`src/rtl/inst_queue_way1_pkg.sv`:
```
// Shared types and widths for the way-1 fetch / instruction queue / decode path.
package inst_queue_way1_pkg;

    localparam int IQ_DEPTH  = 4;
    localparam int IQ_INST_W = 32;
    localparam int IQ_ADDR_W = 32;

    typedef struct packed {
        logic [IQ_INST_W-1:0] inst;
        logic [IQ_ADDR_W-1:0] inst_addr;
    } entry_t;

    function automatic int cnt_width(input int depth);
        return $clog2(depth) + 1;
    endfunction

endpackage

```
`src/rtl/inst_queue_way1_if.sv`:
```
// Fetch-side and decode-side handshake of the way-1 instruction queue.
interface inst_queue_way1_if
    import inst_queue_way1_pkg::*;
#(
    parameter int DEPTH  = IQ_DEPTH,
    parameter int INST_W = IQ_INST_W,
    parameter int ADDR_W = IQ_ADDR_W
);
    localparam int CNT_W = cnt_width(DEPTH);

    logic              valid_i;
    logic [INST_W-1:0] inst_i;
    logic [ADDR_W-1:0] instAddr_i;
    logic              ready_o;
    logic              jumpFlag_i;
    logic              valid_o;
    logic [INST_W-1:0] inst_o;
    logic [ADDR_W-1:0] instAddr_o;
    logic              ready_i;
    logic [CNT_W-1:0]  count_o;

    // Queue side.
    modport slave (
        input  valid_i, inst_i, instAddr_i, jumpFlag_i, ready_i,
        output ready_o, valid_o, inst_o, instAddr_o, count_o
    );

    // Fetch/decode side.
    modport master (
        output valid_i, inst_i, instAddr_i, jumpFlag_i, ready_i,
        input  ready_o, valid_o, inst_o, instAddr_o, count_o
    );

endinterface

```
`src/rtl/inst_queue_way1_fifo_ctrl.sv`:
```
// Pointer/occupancy control for the way-1 instruction queue; a flush overrides push and pop.
module fifo_ctrl_way1 #(
    parameter  int DEPTH = 4,
    localparam int PTR_W = $clog2(DEPTH),
    localparam int CNT_W = PTR_W + 1
) (
    input  logic             clk,
    input  logic             reset_n,
    input  logic             valid_in,
    input  logic             ready_in,
    input  logic             flush,
    output logic             push,
    output logic [PTR_W-1:0] rd_ptr,
    output logic [PTR_W-1:0] wr_ptr,
    output logic [CNT_W-1:0] count,
    output logic             full,
    output logic             empty
);

    logic pop;

    assign full  = (count == CNT_W'(DEPTH));
    assign empty = (count == '0);
    assign push  = valid_in & ~full & ~flush;
    assign pop   = ~empty & ~flush & ready_in;

    always_ff @(posedge clk or negedge reset_n) begin
        if (!reset_n) begin
            rd_ptr <= '0;
            wr_ptr <= '0;
            count  <= '0;
        end else if (flush) begin
            rd_ptr <= '0;
            wr_ptr <= '0;
            count  <= '0;
        end else begin
            if (push) wr_ptr <= wr_ptr + PTR_W'(1);
            if (pop)  rd_ptr <= rd_ptr + PTR_W'(1);
            case ({push, pop})
                2'b10:   count <= count + CNT_W'(1);
                2'b01:   count <= count - CNT_W'(1);
                default: count <= count;
            endcase
        end
    end

    a_count_bound: assert property (@(posedge clk) disable iff (!reset_n)
        count <= CNT_W'(DEPTH));
    a_no_push_full: assert property (@(posedge clk) disable iff (!reset_n)
        !(push && full));
    a_no_pop_empty: assert property (@(posedge clk) disable iff (!reset_n)
        !(pop && empty));

endmodule

```
`src/rtl/inst_queue_way1.sv`:
```
// Way-1 instruction queue: circular buffer between fetch and decode, flushed on a jump.
module inst_queue_way1
    import inst_queue_way1_pkg::*;
#(
    parameter int DEPTH  = IQ_DEPTH,
    parameter int INST_W = IQ_INST_W,
    parameter int ADDR_W = IQ_ADDR_W
) (
    input logic            clk,
    input logic            reset_n,
    inst_queue_way1_if.slave q
);

    localparam int PTR_W = $clog2(DEPTH);
    localparam int CNT_W = PTR_W + 1;

    typedef struct packed {
        logic [INST_W-1:0] inst;
        logic [ADDR_W-1:0] inst_addr;
    } slot_t;

    slot_t            mem [DEPTH];
    slot_t            head;
    logic             push;
    logic [PTR_W-1:0] rd_ptr;
    logic [PTR_W-1:0] wr_ptr;
    logic [CNT_W-1:0] count;
    logic             full;
    logic             empty;

    fifo_ctrl_way1 #(.DEPTH(DEPTH)) u_ctrl (
        .clk      (clk),
        .reset_n  (reset_n),
        .valid_in (q.valid_i),
        .ready_in (q.ready_i),
        .flush    (q.jumpFlag_i),
        .push     (push),
        .rd_ptr   (rd_ptr),
        .wr_ptr   (wr_ptr),
        .count    (count),
        .full     (full),
        .empty    (empty)
    );

    // Storage is deliberately left unreset; empty gating hides stale slots.
    always_ff @(posedge clk) begin
        if (push) begin
            mem[wr_ptr] <= '{inst: q.inst_i, inst_addr: q.instAddr_i};
        end
    end

    assign head         = mem[rd_ptr];
    assign q.inst_o     = empty ? '0 : head.inst;
    assign q.instAddr_o = empty ? '0 : head.inst_addr;
    assign q.valid_o    = ~empty & ~q.jumpFlag_i;
    assign q.ready_o    = ~full;
    assign q.count_o    = count;

endmodule

```
`src/flat_wrapper.sv`:
```
// flat-port wrapper written by rule: the top's interface ports become plain ports
module inst_queue_way1_flat import inst_queue_way1_pkg::*;
#(
    parameter int DEPTH  = IQ_DEPTH,
    parameter int INST_W = IQ_INST_W,
    parameter int ADDR_W = IQ_ADDR_W
)
  (clk, reset_n, q_valid_i, q_inst_i, q_instAddr_i, q_jumpFlag_i, q_ready_i, q_ready_o, q_valid_o, q_inst_o, q_instAddr_o, q_count_o);
  inst_queue_way1_if #(.DEPTH(DEPTH), .INST_W(INST_W), .ADDR_W(ADDR_W)) q_i ();
  input logic clk;
  input logic reset_n;
  input wire logic [$bits(q_i.valid_i)-1:0] q_valid_i;
  input wire logic [$bits(q_i.inst_i)-1:0] q_inst_i;
  input wire logic [$bits(q_i.instAddr_i)-1:0] q_instAddr_i;
  input wire logic [$bits(q_i.jumpFlag_i)-1:0] q_jumpFlag_i;
  input wire logic [$bits(q_i.ready_i)-1:0] q_ready_i;
  output wire logic [$bits(q_i.ready_o)-1:0] q_ready_o;
  output wire logic [$bits(q_i.valid_o)-1:0] q_valid_o;
  output wire logic [$bits(q_i.inst_o)-1:0] q_inst_o;
  output wire logic [$bits(q_i.instAddr_o)-1:0] q_instAddr_o;
  output wire logic [$bits(q_i.count_o)-1:0] q_count_o;
  assign q_i.valid_i = q_valid_i;
  assign q_i.inst_i = q_inst_i;
  assign q_i.instAddr_i = q_instAddr_i;
  assign q_i.jumpFlag_i = q_jumpFlag_i;
  assign q_i.ready_i = q_ready_i;
  assign q_ready_o = q_i.ready_o;
  assign q_valid_o = q_i.valid_o;
  assign q_inst_o = q_i.inst_o;
  assign q_instAddr_o = q_i.instAddr_o;
  assign q_count_o = q_i.count_o;
  inst_queue_way1 #(.DEPTH(DEPTH), .INST_W(INST_W), .ADDR_W(ADDR_W)) u_core (.clk(clk), .reset_n(reset_n), .q(q_i));
endmodule
```
`config.mk`:
```
export PLATFORM = sky130hd
export DESIGN_NAME = inst_queue_way1_flat
export DESIGN_NICKNAME = d
export VERILOG_FILES = /design/src/rtl/inst_queue_way1_pkg.sv /design/src/rtl/inst_queue_way1_if.sv /design/src/rtl/inst_queue_way1_fifo_ctrl.sv /design/src/rtl/inst_queue_way1.sv /design/src/flat_wrapper.sv
export SDC_FILE = /design/constraint.sdc
export NUM_CORES = 1
export LEC_CHECK = 0
export ABC_CLOCK_PERIOD_IN_PS = 3900
export BUFFER_PORTS_ARGS = -buffer_cell sky130_fd_sc_hd__buf_2
export CAP_MARGIN = 20
export CORE_MARGIN = 8
export CORE_UTILIZATION = 57
export DETAILED_ROUTE_END_ITERATION = 10
export MAX_ROUTING_LAYER = met4
export PLACE_DENSITY = 0.89
export SLEW_MARGIN = 0
export SYNTH_ARGS = -nofsm -noshare
export SYNTH_HDL_FRONTEND = slang
export SYNTH_SLANG_ARGS = --single-unit
```
`constraint.sdc`:
```
create_clock -name clk -period 3.9 [get_ports clk]
set_input_delay 0.39 -clock clk [delete_from_list [all_inputs] [get_ports clk]]
set_output_delay 0.39 -clock clk [all_outputs]
set_load 0.02 [all_outputs]
```
==> impl_metrics.csv, run 1 <==
group,metric,value,unit
cts,clock_latency,520,ps
cts,path_clk_slew,60,ps
run,maxCapViolations,0,
sta,tns,0,ps
die,fp.dieH,150,µm
placement,dpl_cell_area,11100,µm²
critical_path,cp_max_fo,21,
route,wl_per_cell,22.6,µm
sta,max_slew_margin,33.7,%
route,drc,0,
power_and_ir_drop,power.leakage,4.14,nW
global_routing,overflow,0,
route,drt_wl_total,19500,µm
die,rows,49,
critical_path,crit_chain,"buf_4, mux4_2, and2_1, buf_2",
placement,io_buffers,137,
critical_path,setup.worst_path.class,"reg -> out",
cts,numClockSinks,263,
sta,period_share,75.9,%
die,ios,138,
cts,cts_inserted_buffers,26,
finish,fin_nets,687,
critical_path,critPathMaxStageDelay,710,ps
synthesis,synth_mux_area_share,14.1,%
critical_path,cp_data_required_time,3510,ps
die,design.die.area,22400,µm²
sta,period_needed,2960,ps
global_routing,grt_pass1_vias,5384,
die,start_util,57.4,%
sta,rsz0062_at_grt,"false",
critical_path,startpoint_type,"register",
worst_hold_path,hold_path_class,"in -> reg",
critical_path,cpLargestDelayFamily,"flip-flops",
sta,clock.fmax,0.338,GHz
power_and_ir_drop,power.density,536,nW/µm²
synthesis,synth_xor_area_share,0.343,%
route,vias_per_cell,5.77,
critical_path,critPathArrivalTime,2570,ps
sta,final_max_slew_viol_count,0,
synthesis,synth-compound-area-share,0.711,%
global_routing,antenna_found_initial,3,
cts,cts_root_buffer,"clkbuf_16",
synthesis,syn_avg_cell_area,21.8,µm²
run_status,status,"finished, final reports clean",
cts,cts_htree_levels,1,
route,drtAntennaViolNets,0,
die,core-area,17800,µm²
synthesis,synth_area,10200,µm²
placement,place.detailed.hpwl,11600,µm
synthesis,synth_nets,543,
power_and_ir_drop,total_power,0.00643,W
sta,setup_viol,0,
critical_path,end_kind,"output port",
global_routing,grt_use_total,18.1,%
route,drtPass1Iterations,5,
global_routing,grt_max_degree,68,
synthesis,synth_cell_types,33,
sta,tightest_slew,995,ps
finish,final_area,12000,µm²
cts,cts_tree,"built",
route,drt_iter0_drc,325,
synthesis,synth_adder_area_share,0.687,%
critical_path,critPathBufInv,2,
cts,clk_path_buf_depth,3,
global_routing,grt_pass1_wl,30000,µm
die,die_x,150,µm
synthesis,synthCells,469,
synthesis,synth_top_family_by_area,"multiplexers",
placement,gp_congestion,0.807,
power_and_ir_drop,max-vdd-ir-drop,0.492,mV
synthesis,synth-simple-area-share,5.53,%
finish,layout-drive-gt1-share,39.2,%
critical_path,cp_slowest_cell,"dfrtp_4",
finish,area_growth,17.4,%
synthesis,yosysSeqAreaShare,77.0,%
route,num_vias,4987,
sta,hold_viol,0,
synthesis,ys_seq_elements,263,
sta,fin_skew,15.2,ps
synthesis,yosys_warnings,0,
-- kinds of logic (layout without fill, tap and decap cells) --
kind of cell    count (synthesis)  count (layout)
flops                         263             263
simple gates                   95              95
mux                            64              64
buf+inv                        27             190
compound gates                 11              11
fa+ha+maj                       5               5
xor+xnor                        4               4
other cells                     0               3
-- registers in the layout, summed over array words and instances (netlist names) --
name and count:
u_core.mem 256, u_core.u_ctrl.count 3, u_core.u_ctrl.rd_ptr 2, u_core.u_ctrl.wr_ptr 2
-- stage by stage --
stage          util (%)  cells  hold WS [ps]  setup WS, ps
6_report           67.4    864          90.8           939
5_1_grt            67.4    864          73.9           803
4_1_cts            67.3    861          70.7           863
3_5_place_dp       62.4    813           238          1330
3_3_place_gp       62.4    813           231          1460
2_1_floorplan         -    469          94.4           689
-- synthesized netlist by cell type --
cell | instances | area, µm²
nor2b_1 | 2 | 12.5
fa_1 | 1 | 20.0
nor2_1 | 7 | 26.3
buf_6 | 5 | 56.3
a21oi_1 | 3 | 15.0
or3_4 | 1 | 11.3
dfrtp_1 | 7 | 175
and2_1 | 68 | 425
ha_1 | 4 | 50.1
buf_2 | 9 | 45.0
edfxtp_1 | 256 | 7690
xnor2_1 | 2 | 17.5
inv_1 | 2 | 7.51
or3_1 | 1 | 6.26
o221ai_1 | 1 | 8.76
o21bai_1 | 1 | 7.51
mux4_2 | 64 | 1440
buf_4 | 2 | 15.0
nor3b_1 | 1 | 7.51
clkbuf_1 | 8 | 30.0
or3b_1 | 1 | 8.76
nand3_1 | 4 | 20.0
nor3_1 | 2 | 10.0
a211oi_1 | 1 | 7.51
o311a_1 | 1 | 10.0
nand2_1 | 6 | 22.5
nand3b_1 | 1 | 7.51
xor2_1 | 2 | 17.5
a31oi_1 | 1 | 6.26
clkbuf_2 | 1 | 5.00
a21o_1 | 1 | 7.51
nand2b_1 | 1 | 6.26
o21ai_0 | 2 | 10.0
-- worst paths after layout --
kind,start,slack (ps),cells past startpoint,endpoint
setup / recovery,u_core.u_ctrl.rd_ptr[0]$_DFFE_PN0P_,940,4,q_instAddr_o[11]
hold / removal,q_instAddr_i[3],90,1,u_core.mem[0][3]$_DFFE_PP_
setup reg to reg,u_core.u_ctrl.count[0]$_DFFE_PN0P_,1320,7,u_core.u_ctrl.count[1]$_DFFE_PN0P_
hold reg to reg,u_core.u_ctrl.wr_ptr[1]$_DFFE_PN0P_,590,2,u_core.u_ctrl.wr_ptr[1]$_DFFE_PN0P_
min in group asynchronous,reset_n,240,2,u_core.u_ctrl.count[1]$_DFFE_PN0P_
max in group asynchronous,reset_n,3480,2,u_core.u_ctrl.rd_ptr[0]$_DFFE_PN0P_
-- area by class of cell --
| cell class | count | area, µm² |
|---|---|---|
| antenna | 3 | 7.51 |
| clock buffer | 29 | 683 |
| clock inverter | 18 | 189 |
| fill | 1145 | 5800 |
| inverter | 2 | 7.51 |
| multi-input combinational | 179 | 2190 |
| sequential | 263 | 7870 |
| tap | 229 | 287 |
| timing repair buffer | 141 | 743 |
-- cell usage in the layout, fill, tap and decap left out, types with 2 or more instances in the layout --
cell type,Yosys,layout
clkbuf_1,8,2
xnor2_1,2,2
buf_2,9,137
clkinv_2,0,3
and2_1,68,64
buf_12,0,2
dfrtp_1,7,5
ha_1,4,4
o21ai_0,2,2
nor3_1,2,2
clkinvlp_4,0,2
xor2_1,2,2
nand2_1,6,6
clkinv_1,0,8
a21oi_1,3,3
nand3_1,4,4
and2_4,0,4
nor2b_1,2,2
inv_1,2,2
nor2_1,7,7
bufinv_16,0,4
mux4_2,64,64
clkbuf_16,0,27
edfxtp_1,256,256
diode_2,0,3
-- routing by layer --
| metal | GRT usage (%) | wire [µm] | up-vias |
|---|---|---|---|
| li1 | - | - | 2190 |
| met1 | 21.4 | 7710 | 2551 |
| met2 | 30.6 | 9910 | 209 |
| met3 | 4.38 | 1460 | 37 |
| met4 | 5.20 | 456 | 0 |
| met5 | - | 0 | - |
-- power by group --
group          total, W  switching (W)  internal, W
registers       0.00325      0.0000477      0.00320
logic          0.000685       0.000393     0.000292
clock network   0.00249       0.000976      0.00152
-- timing repair --
item / CTS / global route
buffers inserted: 0 / 0
hold endpoints to repair: 7 / 0
gates resized for setup: 0 / 0
endpoints found under the setup margin: 0 / 0
hold buffers: 1 / 0
Power figures use the tool's default switching activity.
==> inputs of run 2 (changes only) <==
Settings changed: ABC_CLOCK_PERIOD_IN_PS 3900 to 2600, CORE_UTILIZATION 57 to 52, PLACE_DENSITY 0.89 to 0.86.
Clock period 3.9 ns to 2.6 ns, I/O delays scaled along.
==> run 2 against run 1 <==
  * Worst setup slack got worse by 820 ps
  * Core utilization decreased by 0.94 points
  * Final area increased by 7.2%
  * Non-clock buffer count increased by 79
  * Global-route usage increased by 0.17 points
  * Register-to-register slack got worse by 1100 ps
  * Count of clock-buffer cells in the layout increased by 7
  * Clock power increased by 45%
  * Critical path type unchanged
  * Largest power group unchanged
==> impl_metrics.csv, run 2 (same netlist as run 1, synthesis figures left out) <==
group,metric,value,unit
worst_hold_path,hold_path_class,"in -> reg",
cts,clk_path_buf_depth,3,
sta,clock.fmax,0.403,GHz
sta,tns,0,ps
cts,cts_tree,"built",
sta,final_max_slew_viol_count,0,
global_routing,grt_pass1_vias,5838,
finish,largest_reg_flops,256,
cts,cts_root_buffer,"clkbuf_16",
route,drt_iter0_drc,368,
die,design.die.area,24400,µm²
placement,io_buffers,137,
global_routing,grt_max_degree,67,
sta,fin_skew,10.4,ps
power_and_ir_drop,max-vdd-ir-drop,0.520,mV
cts,cts_inserted_buffers,26,
route,drtAntennaViolNets,0,
critical_path,end_kind,"output port",
die,core-area,19300,µm²
critical_path,critPathArrivalTime,2220,ps
sta,setup_viol,0,
finish,area_growth,25.9,%
route,num_vias,5355,
sta,hold_viol,0,
placement,gp_congestion,0.840,
placement,place.detailed.hpwl,13000,µm
die,fp.dieH,156,µm
route,met3_length,1390,µm
route,wl_met2,11000,µm
finish,regMostFlops,"u_core.mem",
route,drt_wl_total,21500,µm
route,vias_per_cell,5.48,
die,rows,51,
global_routing,overflow,0,
route,wl_met1,8710,µm
finish,final_common_cell,"edfxtp_1",
run_status,status,"finished, final reports clean",
finish,layout-drive-gt1-share,37.2,%
sta,rsz0062_at_grt,"false",
global_routing,antenna_found_initial,0,
finish,final_cell_mix,"edfxtp_1 (256), buf_2 (137), dlygate4sd3_1 (65)",
power_and_ir_drop,power.density,752,nW/µm²
die,ios,138,
sta,period_share,95.4,%
cts,cts_htree_levels,1,
sta,period_needed,2480,ps
cts,numClockSinks,263,
cts,path_clk_slew,60,ps
global_routing,grt_use_total,18.3,%
sta,max_slew_margin,70.7,%
die,start_util,52.8,%
critical_path,cp_max_fo,20,
die,die_x,156,µm
finish,fin_nets,766,
critical_path,cp_data_required_time,2340,ps
finish,final_core_util,66.4,%
cts,clock_latency,520,ps
route,highest_layer,"met4",
route,drc,0,
route,wl_per_cell,22.0,µm
route,drtPass1Iterations,7,
finish,reg_top3,"u_core.mem x256, u_core.u_ctrl.count x3",
critical_path,setup.worst_path.class,"reg -> out",
critical_path,startpoint_type,"register",
power_and_ir_drop,power.leakage,4.50,nW
sta,tightest_slew,440,ps
run,maxCapViolations,0,
global_routing,grt_pass1_wl,33200,µm
## run 2: changes by cell type in the layout (fill, tap and decap cells not counted), moves of 3 or more
cell / previous run / this run
buf_12: 2 / 10
buf_4: 1 / 7
clkbuf_1: 2 / 8
clkinv_1: 8 / 2
clkinv_2: 3 / 6
dlygate4sd3_1: 1 / 65
## run 2: layout make-up
cell class / count / area [µm²]
flip-flops and latches: 263 / 7870
diodes: 1 / 2.50
clock buffers: 36 / 719
inverters: 2 / 7.51
repair buffers: 220 / 1600
well taps: 265 / 332
multi-input cells: 179 / 2200
clock inverters: 12 / 114
fillers: 1250 / 6490
## run 2: repair_timing
action / in CTS / in global routing
buffers inserted: 3 / 0
hold buffers: 65 / 0
endpoints found under the setup margin: 1 / 2
resized for setup: 0 / 2
gates cloned: 0 / 0
hold endpoints to repair: 263 / 0
## run 2: path summary, 6_finish.rpt
check	from	endpoint	slack [ps]	cells past startpoint
max	u_core.u_ctrl.rd_ptr[1]$_DFFE_PN0P_	q_inst_o[4]	120	4
min	q_jumpFlag_i	u_core.u_ctrl.count[2]$_DFFE_PN0P_	80	2
max reg2reg	u_core.u_ctrl.count[1]$_DFFE_PN0P_	u_core.u_ctrl.count[1]$_DFFE_PN0P_	240	7
min reg2reg	u_core.u_ctrl.wr_ptr[1]$_DFFE_PN0P_	u_core.u_ctrl.wr_ptr[1]$_DFFE_PN0P_	620	2
max in group asynchronous	reset_n	u_core.u_ctrl.rd_ptr[0]$_DFFE_PN0P_	2280	2
min in group asynchronous	reset_n	u_core.u_ctrl.count[1]$_DFFE_PN0P_	120	2
## run 2: routing by layer
layer / GRT usage [%] / vias up
met2: 30.3 / 211
met3: 3.57 / 37
met1: 23.2 / 2761
met4: 4.02 / 0
met5: - / -
li1: - / 2346
## run 2: metrics by stage
| stage | worst slack (ps) | std cells | hold slack (ps) | power [W] | area [µm²] |
|---|---|---|---|---|---|
| final | 119 | 978 | 76.2 | 0.00965 | 12800 |
| after detailed placement | 196 | 861 | 106 | 0.00604 | 11300 |
| after CTS | 96.0 | 977 | 44.4 | 0.00972 | 12800 |
| after global placement | 397 | 861 | 99.9 | 0.00600 | 11300 |
| after global routing | 33.0 | 977 | 64.5 | 0.0100 | 12800 |
| after floorplan | 89.3 | 469 | -35.6 | 0.00564 | 10200 |
## run 2: critical path, cell delays in order, from the launching register on
cell	delay (ps)
dfrtp_4	640
buf_4	360
mux4_2	350
and2_1	180
buf_2	160
## run 2: power by group
part / total, W / internal, W / switching, W / leakage (nW)
logic: 0.00121 / 0.000556 / 0.000656 / 1.67
registers: 0.00484 / 0.00479 / 0.0000491 / 2.42
clock network: 0.00360 / 0.00213 / 0.00147 / 0.408
